==> config.mk <==
export PLATFORM = sky130hd
export DESIGN_NAME = fsic_gpio_pad_ctrl
export DESIGN_NICKNAME = d
export VERILOG_FILES = /design/src/rtl/fsic_gpio_pkg.sv /design/src/rtl/fsic_gpio_in_filter.sv /design/src/rtl/fsic_gpio_pad_ctrl.sv
export SDC_FILE = /design/constraint.sdc
export NUM_CORES = 1
export LEC_CHECK = 0
export ABC_AREA = 1
export CAP_MARGIN = 20
export CORE_ASPECT_RATIO = 1.1
export CORE_MARGIN = 2
export CORE_UTILIZATION = 45
export DETAILED_ROUTE_END_ITERATION = 6
export PLACE_DENSITY_LB_ADDON = 0.12
export SETUP_SLACK_MARGIN = 0.3
export SYNTH_ARGS = -nofsm -noshare
export SYNTH_HDL_FRONTEND = slang
export SYNTH_SLANG_ARGS = --single-unit
==> constraint.sdc <==
create_clock -name wb_clk_i -period 1.4 [get_ports wb_clk_i]
set_input_delay 0.35 -clock wb_clk_i [delete_from_list [all_inputs] [get_ports wb_clk_i]]
set_output_delay 0.35 -clock wb_clk_i [all_outputs]
set_load 0.01 [all_outputs]
==> src/rtl/fsic_gpio_pkg.sv <==
// Shared definitions for the GPIO pad controller: pad mode encodings, pad DM
// drive codes, register addresses and STATUS field layout.
package fsic_gpio_pkg;

  localparam int unsigned CFG_AW = 3;
  localparam int unsigned CFG_DW = 32;

  // Per-pad mode as programmed in the MODE register (2 bits per pad)
  typedef enum logic [1:0] {
    MODE_INPUT    = 2'b00,
    MODE_PULLUP   = 2'b01,
    MODE_PULLDOWN = 2'b10,
    MODE_OUTPUT   = 2'b11
  } pad_mode_e;

  // gpiov2 DM[2:0] drive codes
  localparam logic [2:0] DM_INPUT    = 3'b001;
  localparam logic [2:0] DM_PULLUP   = 3'b010;
  localparam logic [2:0] DM_PULLDOWN = 3'b011;
  localparam logic [2:0] DM_OUTPUT   = 3'b110;

  // Register map
  localparam logic [CFG_AW-1:0] ADDR_OUT     = 3'd0;
  localparam logic [CFG_AW-1:0] ADDR_MODE    = 3'd1;
  localparam logic [CFG_AW-1:0] ADDR_IN      = 3'd2;
  localparam logic [CFG_AW-1:0] ADDR_RISE_EN = 3'd3;
  localparam logic [CFG_AW-1:0] ADDR_FALL_EN = 3'd4;
  localparam logic [CFG_AW-1:0] ADDR_STATUS  = 3'd5;

  // STATUS bit offsets: rise flags in the low half, fall flags in the high half
  localparam int unsigned STATUS_RISE_OFS = 0;
  localparam int unsigned STATUS_FALL_OFS = 16;

  // Control pins presented to one pad wrapper
  typedef struct packed {
    logic [2:0] dm;
    logic       oe_n;
  } pad_ctrl_t;

  // Mode -> pad control pins; only OUTPUT enables the driver
  function automatic pad_ctrl_t mode_encode(input pad_mode_e mode);
    pad_ctrl_t ctrl;
    ctrl.dm   = DM_INPUT;
    ctrl.oe_n = 1'b1;
    case (mode)
      MODE_PULLUP:   ctrl.dm = DM_PULLUP;
      MODE_PULLDOWN: ctrl.dm = DM_PULLDOWN;
      MODE_OUTPUT: begin
        ctrl.dm   = DM_OUTPUT;
        ctrl.oe_n = 1'b0;
      end
      default: ;
    endcase
    return ctrl;
  endfunction

endpackage

==> src/rtl/fsic_gpio_in_filter.sv <==
// Input conditioning for one pad: synchronizer chain, debounce counter and
// one-cycle edge indications aligned with the debounced value update.
// Ports:
//   clk_i, rst_i   clock, synchronous active-high reset
//   pad_in_i       raw pad IN pin, asynchronous
//   deb_o          debounced level (registered)
//   rise_c_o       high in the cycle before deb_o goes 0->1
//   fall_c_o       high in the cycle before deb_o goes 1->0
module fsic_gpio_in_filter #(
  parameter int unsigned SYNC_STAGES = 2,
  parameter int unsigned DEB_CYCLES  = 4
) (
  input  logic clk_i,
  input  logic rst_i,
  input  logic pad_in_i,
  output logic deb_o,
  output logic rise_c_o,
  output logic fall_c_o
);

  // Bypass (0) behaves as a one-sample debounce
  localparam int unsigned DEB_LAST = (DEB_CYCLES == 0) ? 0 : DEB_CYCLES - 1;
  localparam int unsigned CNT_W    = (DEB_LAST > 0) ? $clog2(DEB_LAST + 1) : 1;

  logic [SYNC_STAGES-1:0] sync_q, sync_d;
  logic [CNT_W-1:0]       cnt_q, cnt_d;
  logic                   deb_q, deb_d;
  logic                   synced_c;
  logic                   flip_c;

  assign synced_c = sync_q[SYNC_STAGES-1];
  assign flip_c   = (synced_c != deb_q) && (cnt_q == CNT_W'(DEB_LAST));

  // Counter tracks consecutive cycles the synced value disagrees with deb
  always_comb begin
    sync_d = {sync_q[SYNC_STAGES-2:0], pad_in_i};
    cnt_d  = '0;
    deb_d  = deb_q;
    if (synced_c != deb_q) begin
      if (flip_c) begin
        deb_d = synced_c;
      end else begin
        cnt_d = cnt_q + CNT_W'(1);
      end
    end
  end

  always_ff @(posedge clk_i) begin
    if (rst_i) begin
      sync_q <= '0;
      cnt_q  <= '0;
      deb_q  <= 1'b0;
    end else begin
      sync_q <= sync_d;
      cnt_q  <= cnt_d;
      deb_q  <= deb_d;
    end
  end

  assign deb_o    = deb_q;
  assign rise_c_o = flip_c & synced_c;
  assign fall_c_o = flip_c & ~synced_c;

endmodule

==> src/rtl/fsic_gpio_pad_ctrl.sv <==
// Core-side GPIO pad controller: register file, per-pad mode encode onto
// DM/OE_N, conditioned pad inputs, sticky edge STATUS and level interrupt.
// Ports:
//   wb_clk_i, wb_rst_i           clock, synchronous active-high reset
//   cfg_wr_i/rd_i/addr_i/wdata_i register access strobes, index, write data
//   cfg_rdata_o, cfg_rvalid_o    read data, valid one cycle after cfg_rd_i
//   pad_dm_o, pad_oe_n_o         pad drive mode and output enable (from MODE)
//   pad_inp_dis_o, pad_out_o     input disable (always 0), OUT register
//   pad_in_i                     pad inputs, asynchronous
//   irq_o                        OR of enabled STATUS bits, registered
module fsic_gpio_pad_ctrl
  import fsic_gpio_pkg::*;
#(
  parameter int unsigned NUM_PADS    = 8,
  parameter int unsigned SYNC_STAGES = 2,
  parameter int unsigned DEB_CYCLES  = 4
) (
  input  logic                  wb_clk_i,
  input  logic                  wb_rst_i,
  input  logic                  cfg_wr_i,
  input  logic                  cfg_rd_i,
  input  logic [CFG_AW-1:0]     cfg_addr_i,
  input  logic [CFG_DW-1:0]     cfg_wdata_i,
  output logic [CFG_DW-1:0]     cfg_rdata_o,
  output logic                  cfg_rvalid_o,
  output logic [3*NUM_PADS-1:0] pad_dm_o,
  output logic [NUM_PADS-1:0]   pad_oe_n_o,
  output logic [NUM_PADS-1:0]   pad_inp_dis_o,
  output logic [NUM_PADS-1:0]   pad_out_o,
  input  logic [NUM_PADS-1:0]   pad_in_i,
  output logic                  irq_o
);

  logic [NUM_PADS-1:0]   out_q, out_d;
  logic [2*NUM_PADS-1:0] mode_q, mode_d;
  logic [NUM_PADS-1:0]   rise_en_q, rise_en_d;
  logic [NUM_PADS-1:0]   fall_en_q, fall_en_d;
  logic [NUM_PADS-1:0]   rise_q, rise_d;
  logic [NUM_PADS-1:0]   fall_q, fall_d;
  logic                  irq_q, irq_d;
  logic                  rvalid_q, rvalid_d;
  logic [CFG_DW-1:0]     rdata_q, rdata_d;
  logic [CFG_DW-1:0]     rd_val_c;
  logic [NUM_PADS-1:0]   pad_in_deb;
  logic [NUM_PADS-1:0]   rise_set_c;
  logic [NUM_PADS-1:0]   fall_set_c;
  logic                  unused_wdata_c;

  // Upper write-data bits beyond the implemented fields are don't-care
  assign unused_wdata_c = ^cfg_wdata_i;

  // Per-pad input conditioning and combinational mode encode.
  // DM and OE_N come from the same MODE bits, so they switch together.
  for (genvar g = 0; g < NUM_PADS; g++) begin : g_pad
    pad_ctrl_t ctrl_c;

    fsic_gpio_in_filter #(
      .SYNC_STAGES (SYNC_STAGES),
      .DEB_CYCLES  (DEB_CYCLES)
    ) u_in_filter (
      .clk_i    (wb_clk_i),
      .rst_i    (wb_rst_i),
      .pad_in_i (pad_in_i[g]),
      .deb_o    (pad_in_deb[g]),
      .rise_c_o (rise_set_c[g]),
      .fall_c_o (fall_set_c[g])
    );

    assign ctrl_c              = mode_encode(pad_mode_e'(mode_q[2*g +: 2]));
    assign pad_dm_o[3*g +: 3]  = ctrl_c.dm;
    assign pad_oe_n_o[g]       = ctrl_c.oe_n;
  end

  // Read mux on current (pre-write) register contents
  always_comb begin
    rd_val_c = '0;
    case (cfg_addr_i)
      ADDR_OUT:     rd_val_c = CFG_DW'(out_q);
      ADDR_MODE:    rd_val_c = CFG_DW'(mode_q);
      ADDR_IN:      rd_val_c = CFG_DW'(pad_in_deb);
      ADDR_RISE_EN: rd_val_c = CFG_DW'(rise_en_q);
      ADDR_FALL_EN: rd_val_c = CFG_DW'(fall_en_q);
      ADDR_STATUS:  rd_val_c = (CFG_DW'(rise_q) << STATUS_RISE_OFS)
                             | (CFG_DW'(fall_q) << STATUS_FALL_OFS);
      default:      rd_val_c = '0;
    endcase
  end

  // Register writes; a new edge wins over a same-cycle W1C of its bit
  always_comb begin
    out_d     = out_q;
    mode_d    = mode_q;
    rise_en_d = rise_en_q;
    fall_en_d = fall_en_q;
    rise_d    = rise_q | rise_set_c;
    fall_d    = fall_q | fall_set_c;
    if (cfg_wr_i) begin
      case (cfg_addr_i)
        ADDR_OUT:     out_d     = cfg_wdata_i[NUM_PADS-1:0];
        ADDR_MODE:    mode_d    = cfg_wdata_i[2*NUM_PADS-1:0];
        ADDR_RISE_EN: rise_en_d = cfg_wdata_i[NUM_PADS-1:0];
        ADDR_FALL_EN: fall_en_d = cfg_wdata_i[NUM_PADS-1:0];
        ADDR_STATUS: begin
          rise_d = (rise_q & ~cfg_wdata_i[STATUS_RISE_OFS +: NUM_PADS]) | rise_set_c;
          fall_d = (fall_q & ~cfg_wdata_i[STATUS_FALL_OFS +: NUM_PADS]) | fall_set_c;
        end
        default: ;
      endcase
    end
    irq_d    = |((rise_q & rise_en_q) | (fall_q & fall_en_q));
    rvalid_d = cfg_rd_i;
    rdata_d  = cfg_rd_i ? rd_val_c : rdata_q;
  end

  always_ff @(posedge wb_clk_i) begin
    if (wb_rst_i) begin
      out_q     <= '0;
      mode_q    <= '0;
      rise_en_q <= '0;
      fall_en_q <= '0;
      rise_q    <= '0;
      fall_q    <= '0;
      irq_q     <= 1'b0;
      rvalid_q  <= 1'b0;
      rdata_q   <= '0;
    end else begin
      out_q     <= out_d;
      mode_q    <= mode_d;
      rise_en_q <= rise_en_d;
      fall_en_q <= fall_en_d;
      rise_q    <= rise_d;
      fall_q    <= fall_d;
      irq_q     <= irq_d;
      rvalid_q  <= rvalid_d;
      rdata_q   <= rdata_d;
    end
  end

  assign cfg_rdata_o   = rdata_q;
  assign cfg_rvalid_o  = rvalid_q;
  assign pad_inp_dis_o = '0;
  assign pad_out_o     = out_q;
  assign irq_o         = irq_q;

endmodule

======== Word level (Yosys, flattened, before mapping) ========
Cells that the tools add are included.
word-level totals
  bits of input ports ..................... 47
  word-level logic and storage cells ...... 181
  output and inout bits ................... 82
  register bits after elaboration ......... 130
operators by class
  $add $sub $neg .......................... 8
  muxes and demuxes ....................... 21
  bitwise gates (word level) .............. 44
  reductions and logical operators ........ 30
  equality and inequality tests ........... 45
operator list
  kind                   count
  $pmux W24 S6           1
  $pmux W3 S3            8
  $eq A2 B2 Y1 const B   24
  $or A8 B8 Y8           5
  $and A8 B8 Y8          4
  $mux W8                4
  $or A8 B24 Y24         1
  $reduce_and A2 Y1      12
  $reduce_or A3 Y1       8
  $add A2 B1 Y2 const B  8
  $and A1 B1 Y1          16
  $eq A2 B1 Y1 const B   8
  $not A1 Y1             16
  $not A8 Y8             2
  $logic_and A1 B1 Y1    8
  $mux W1                8
  $ne A1 B1 Y1           8
  $reduce_or A8 Y1       1
  $eq A3 B2 Y1 const B   2
  $eq A3 B3 Y1 const B   2
  $eq A3 B1 Y1 const B   1
  $logic_not A3 Y1       1

======== Logic depth before layout (Yosys ltp) ========
Gate-level depths: netlist of the first run.
  depth in word-level cells ............... 6
  mapped depth ............................ 10
  depth with buffers taken out ............ 8

======== By module ========
From an unflattened synthesis of the first run, not the netlist that was laid out.
unflattened totals
  cell total of the unflattened synthesis .. 756
  area, all modules ....................... 5481.5 µm²
modules (own cells, without submodules)
  module               area an instance (µm²)  cells an instance  instances  sequential area each (µm²)
  fsic_gpio_pad_ctrl   3910.0                  548                1          1641.6
  fsic_gpio_in_filter  196.4                   26                 8          100.1

======== Worst setup path before layout of the first run ========
Ideal clock, no wire load.
  path kind ............................... input to register
  from .................................... in cfg_addr_i[1]
  to ...................................... reg rise_q[0]
  required time ........................... 1.268 ns
  path buffers ............................ 2
  stages on the path ...................... 6
  path slack .............................. 0.061 ns
  arrival time ............................ 1.207 ns
  library setup time ...................... 0.132 ns
  cell sequence ........................... buf_4 -> nor2_8 -> nand2_1 -> clkbuf_1 -> o21ai_0 -> a21oi_1
on the way
  cells in the longest elaborated chain, start to end .. 3
ends and longest elaborated chain
  element                 line                       text
  start: declaration      fsic_gpio_pad_ctrl.sv:22   input logic [CFG_AW-1:0] cfg_addr_i,
  $eq A3 B3 Y1            fsic_gpio_pad_ctrl.sv:98   case (cfg_addr_i)
  $mux W8                 fsic_gpio_pad_ctrl.sv:98
  $mux W8                 fsic_gpio_pad_ctrl.sv:97   if (cfg_wr_i) begin
  end signal: assignment  fsic_gpio_pad_ctrl.sv:131  rise_q <= rise_d;
  end: declaration        fsic_gpio_pad_ctrl.sv:38   logic [NUM_PADS-1:0] rise_q, rise_d;
No other way between the ends.
A chain may end at the register's enable or synchronous reset.

======== Worst setup path after layout of the first run ========
  from .................................... reg mode_q[11]
  to ...................................... out pad_dm_o[16]
on the way
  cells in the longest elaborated chain, start to end .. 2
  elaborated cells between the ends (all ways) .. 4
ends and longest elaborated chain
  element                                              line                       text
  start: declaration                                   fsic_gpio_pad_ctrl.sv:35   logic [2*NUM_PADS-1:0] mode_q, mode_d;
  start signal: assignment                             fsic_gpio_pad_ctrl.sv:128  mode_q <= mode_d;
  $eq A2 B2 Y1 / $eq A2 B1 Y1 (equally long branches)  fsic_gpio_pkg.sv:45        case (mode)
  $pmux W3 S3 (*)                                      fsic_gpio_pkg.sv:45
  end: declaration                                     fsic_gpio_pad_ctrl.sv:26   output logic [3*NUM_PADS-1:0] pad_dm_o,
Mark *: on every way between the ends. The rest lies on a longest branch, timed or not.

==> impl_metrics.tcl, run 1 <==
set metrics [dict create \
    rows 41 \
    failed_checks "setup timing" \
    clkLatencyLatePin_ns 0.41 \
    rsz0062_at_grt "yes" \
    outcome "complete, but fails checks" \
    ys_seq_area_share_pct 46.8 \
    critical_path.max_fanout 3 \
    drt-vias-per-instance 5.16 \
    cts_made_buffers 17 \
    ios 129 \
    startpoint_type "register" \
    synth.distinct_cells 25 \
    htreeDepth 4 \
    die_h_um 117 \
    vias 5501 \
    layoutNonFillerInstCount 1067 \
    slowest_stage "dfxtp_2" \
    clk_pin_slew_worst_paths_ns 0.06 \
    worst-path-stages 2 \
    dp_hpwl_mm 10.7 \
    wl_per_cell_um 15.8 \
    hold_viol 0 \
    fmax_mhz 685 \
    fp.dieArea_um2 12500 \
    dp_slack_ns -0.461 \
    final_max_slew_viol_count 0 \
    start_util_pct 45.8 \
    crit_buf_inv 1 \
    ir_worst_vdd_mv 1.01 \
    grt_max_degree 30 \
    r2r.worst_path.cells 6 \
    cp.required_ns 1.05 \
    clock-root-buffer "clkbuf_16" \
    power_w 0.00949 \
    leakage_nw 3.71 \
    gp_congestion 0.904 \
    track_usage_pct 26.8 \
    grt-ovfl-total 0 \
    setup_viol 8 \
    layout_setup_ws_ns -0.0609 \
    avgSynthCellArea_um2 7.37 \
    yosysTopAreaCell "dfxtp_1" \
    drcViolationCount 0 \
    drt_iter0_drc 367 \
    final_antenna_net_count 0 \
    timing.hold.ws_ns 0.401 \
    die_w_um 107 \
    hp-class "reg -> reg" \
    path_class "reg -> out" \
    critPathArrivalTime_ns 1.11 \
    syn_inst 708 \
    cap_viol_max_count 0 \
    clockBufferDepth 2 \
    antenna_found_initial 0 \
    syn_to_final_growth_pct 60.8 \
    period_needed_ns 1.46 \
    numPortBuffers 104 \
    fin_skew_ns 0.00803 \
    diodes 0 \
    synthTopCellsByArea "dfxtp_1, o21ai_0, nand2_1, nor2_1, a21oi_1" \
    grt_pass1_wl_mm 25.8 \
    crit_family "flip-flops" \
    yosysWarningCount 0 \
    hold_depth 2 \
    crit_chain "or2_4, buf_6" \
    first_pass_iters 5 \
    num-nets-final 960 \
    final_common_cell "nand2_1" \
    layout_common_cells "nand2_1, nor2_1, buf_6" \
    synthDominantCellAreaShare_pct 46.8 \
    end_kind "output pin" \
    powerDensity_nw_per_um2 1130 \
    syn-cell-area_um2 5220 \
    cts_sinks 122 \
    ys_ff_latch 122 \
    grt_pass1_vias 5280 \
    drive_gt1_share_pct 37.1 \
    routed_wl_mm 16.9 \
    max_stage_delay_ns 0.34 \
    min_period_over_period_pct 104 \
    place_inst 999 \
    core_area_um2 11400 \
    tritoncts "yes" \
]
[report_power, final]
part | switching [W] | internal, W | leakage [nW] | total (W)
Clock | 0.00164 | 0.00303 | 0.295 | 0.00468
Sequential | 0.0000814 | 0.00359 | 1.02 | 0.00367
Combinational | 0.000555 | 0.000586 | 2.40 | 0.00114
[area by class of cell]
class | instances | area, µm²
Sequential cell | 122 | 2510
Fill cell | 872 | 2990
Inverter | 82 | 372
Tap cell | 150 | 188
Timing Repair Buffer | 209 | 2170
Multi-Input combinational cell | 472 | 2510
Clock inverter | 13 | 194
Clock buffer | 18 | 439
Timing Repair inverter | 1 | 11.3
[worst reg2reg max path, delay by kind of cell, from the launching register on]
kind / cells / cell delay [ns]
flip-flops: 1 / 0.35
AND/OR/NAND/NOR: 3 / 0.32
buffers and inverters: 2 / 0.23
AO/OA/AOI/OAI: 1 / 0.07
[layer usage]
layer	GRT usage (%)	vias up	part of all wire, %
li1	-	2676	-
met1	31.7	2562	41
met2	47.0	220	50
met3	6.31	43	6.7
met4	11.3	0	2.4
met5	0	-	0
[registers in the layout, summed over array words and instances, names as in the netlist]
name / count
cfg_rdata_o: 24
g_pad.u_in_filter.cnt_q: 16
g_pad.u_in_filter.sync_q: 16
mode_q: 16
fall_en_q: 8
fall_q: 8
g_pad.u_in_filter.deb_o: 8
pad_out_o: 8
rise_en_q: 8
rise_q: 8
cfg_rvalid_o: 1
irq_o: 1
[repair_timing]
item | 4_1_cts | 5_1_grt
gates resized for setup | 425 | 58
pin swaps | 18 | 23
setup endpoints to repair | 146 | 132
setup buffers | 19 | 8
gates cloned | 7 | 3
hold buffers | 0 | 0
[cells in the mapped netlist (all sizes together)]
cell type / instances
o21ai: 88
nand4: 21
or2: 9
conb: 1
nand3: 44
inv: 80
ha: 8
nand2: 102
xor2: 7
clkbuf: 18
nor2: 101
buf: 33
a21oi: 72
dfxtp: 122
clkinv: 2
[stage by stage]
stage	cell area (µm²)	util, %	TNS [ns]
after floorplan	5490	-	0
after global routing	8400	73.7	-0.675
after CTS	8120	71.3	-0.520
after global placement	7000	61.5	-29.49
after detailed placement	7000	61.5	-31.18
final	8400	73.7	-0.437
[path summary, 6_finish.rpt]
| kind | slack, ns | start | endpoint |
|---|---|---|---|
| worst min register to register | 0.40 | g_pad[1].u_in_filter.sync_q[0]$_SDFF_PP0_ | g_pad[1].u_in_filter.sync_q[1]$_SDFF_PP0_ |
| worst min-delay path | 0.40 | g_pad[1].u_in_filter.sync_q[0]$_SDFF_PP0_ | g_pad[1].u_in_filter.sync_q[1]$_SDFF_PP0_ |
| worst max-delay path | -0.06 | mode_q[11]$_SDFFE_PP0P_ | pad_dm_o[16] |
| worst max register to register | 0.31 | mode_q[6]$_SDFFE_PP0P_ | cfg_rdata_o[6]$_SDFFE_PP0P_ |
[cells by family after synthesis]
logic type	after synthesis	synth area share [%]
flops	122	46.8
buf+inv	133	11.6
xor+xnor	7	1.17
compound gates	160	15.3
simple gates	277	23.1
other cells	1	0.0718
fa+ha+maj	8	1.92
Note: power is estimated with default switching activity, not from simulation.
==> run 2: changes to the inputs <==
GPL_TIMING_DRIVEN = 0   (was unset)
==> run 2 against run 1 <==
Compared with the run above:
- largest cell class unchanged
- maximum frequency down 0.92%
- critical endpoint is now pad_dm_o[10]
- non-clock buffer count down 24
- count of clock-buffer cells in the layout is 1 higher
- the run still ends with setup timing left
- sequential share of layout area increased by 2.5 points
==> impl_metrics.tcl, run 2 (synthesis results as in run 1) <==
set metrics [dict create \
    gp_congestion 0.876 \
    relSlewSlack_pct 63.2 \
    first_pass_iters 5 \
    cap_viol_max_count 0 \
    final_max_slew_viol_count 0 \
    hold_buffers 0 \
    htreeDepth 4 \
    final_common_cell "nor2_1" \
    min_period_over_period_pct 105 \
    fmax_mhz 678 \
    layoutNonFillerInstCount 1039 \
    final_antenna_net_count 0 \
    clock-root-buffer "clkbuf_16" \
    layout_common_cells "nor2_1, nand2_1, dfxtp_1" \
    grt_pass1_vias 4909 \
    largest_register_ffs 24 \
    die_w_um 107 \
    setup_viol 9 \
    num-nets-final 931 \
    cp.required_ns 1.05 \
    critical_path.max_fanout 3 \
    vias 5154 \
    tritoncts "yes" \
    numPortBuffers 99 \
    clkLatencyLatePin_ns 0.41 \
    clk_pin_slew_worst_paths_ns 0.06 \
    drt-vias-per-instance 4.96 \
    wl_per_cell_um 14.6 \
    rows 41 \
    powerDensity_nw_per_um2 1200 \
    clockBufferDepth 2 \
    grt-ovfl-total 0 \
    grt_pass1_wl_mm 23.6 \
    finalSetupTns_ns -0.550 \
    hold_viol 0 \
    failed_checks "setup timing" \
    drt_iter0_drc 203 \
    fp.dieArea_um2 12500 \
    grt_max_degree 17 \
    hp-class "in -> reg" \
    place_inst 972 \
    drive_gt1_share_pct 31.7 \
    dp_hpwl_mm 11.0 \
    outcome "complete, but fails checks" \
    cts_made_buffers 17 \
    core_area_um2 11400 \
    track_usage_pct 24.5 \
    dp_slack_ns -0.674 \
    leakage_nw 3.51 \
    period_needed_ns 1.47 \
    startpoint_type "register" \
    worst_slew_pin_slew_ns 0.552 \
    antenna_found_initial 0 \
    die_h_um 117 \
    cts_sinks 122 \
    diodes 0 \
    critPathArrivalTime_ns 1.12 \
    layout_setup_ws_ns -0.0744 \
    start_util_pct 45.8 \
    end_kind "output pin" \
    ios 129 \
    syn_to_final_growth_pct 48.8 \
    drcViolationCount 0 \
    path_class "reg -> out" \
    rsz0062_at_grt "yes" \
    ir_worst_vdd_mv 0.869 \
    fin_skew_ns 0.00500 \
    timing.hold.ws_ns 0.375 \
    routed_wl_mm 15.2 \
]
-- run 2: cell types whose count changed in the layout (fill, tap and decap cells not counted), sizes merged --
cell	before	now
buf	166	137
bufbuf	2	0
clkbuf	23	35
clkdlybuf4s15	1	0
clkdlybuf4s50	32	30
clkinv	5	4
clkinvlp	6	4
dlygate4sd2	2	0
dlymetal6s2s	1	2
inv	81	83
nand2	104	102
nand3	46	44
-- run 2: report_power, final --
part | total, W | switching, W | internal, W
combinational | 0.000927 | 0.000480 | 0.000447
sequential | 0.00366 | 0.0000809 | 0.00358
clock | 0.00471 | 0.00162 | 0.00309
-- run 2: per-layer routing --
metal  vias up  GRT usage (%)  share of wire [%]
met2       176           44.8                 51
met5         -              0                  0
li1       2599              -                  -
met4         0           9.61                1.9
met1      2353           28.4                 41
met3        26           4.82                5.7
-- run 2: final timing paths --
kind	start	to	slack (ns)	cells after the start
worst max-delay path	mode_q[7]$_SDFFE_PP0P_	pad_dm_o[10]	-0.07	2
worst min-delay path	cfg_addr_i[2]	fall_en_q[2]$_SDFFE_PP0P_	0.38	4
worst max register to register	g_pad[7].u_in_filter.deb_o$_SDFFE_PP0P_	fall_q[7]$_SDFF_PP0_	0.38	5
worst min register to register	g_pad[6].u_in_filter.sync_q[0]$_SDFF_PP0_	g_pad[6].u_in_filter.sync_q[1]$_SDFF_PP0_	0.40	2
-- run 2: area by class of cell --
cell class	count	area [µm²]
flip-flops and latches	122	2520
well taps	150	188
multi-input cells	468	2410
plain buffers	51	384
clock inverters	13	190
fillers	978	3620
clock buffers	19	453
inverters	82	333
repair buffers	134	1280
-- run 2: repair_timing --
item	4_1_cts	5_1_grt
setup buffers	27	8
resized for setup	376	49
cloned	0	0
pin swaps	8	8
endpoints found under the setup margin	124	94
hold endpoints to repair	0	0
-- run 2: through the flow --
stage          utilization [%]  cell area (µm²)  total power (W)
6_report                  68.2             7770          0.00930
5_1_grt                   68.2             7770          0.00962
4_1_cts                   66.4             7560          0.00931
3_5_place_dp              58.6             6670          0.00456
3_3_place_gp              58.6             6670          0.00454
2_1_floorplan                -             5490          0.00418
-- run 2: worst max-delay path: stages (launching register included) --
cell and delay [ns]:
dfxtp_2 0.34, or2_4 0.25, buf_6 0.12
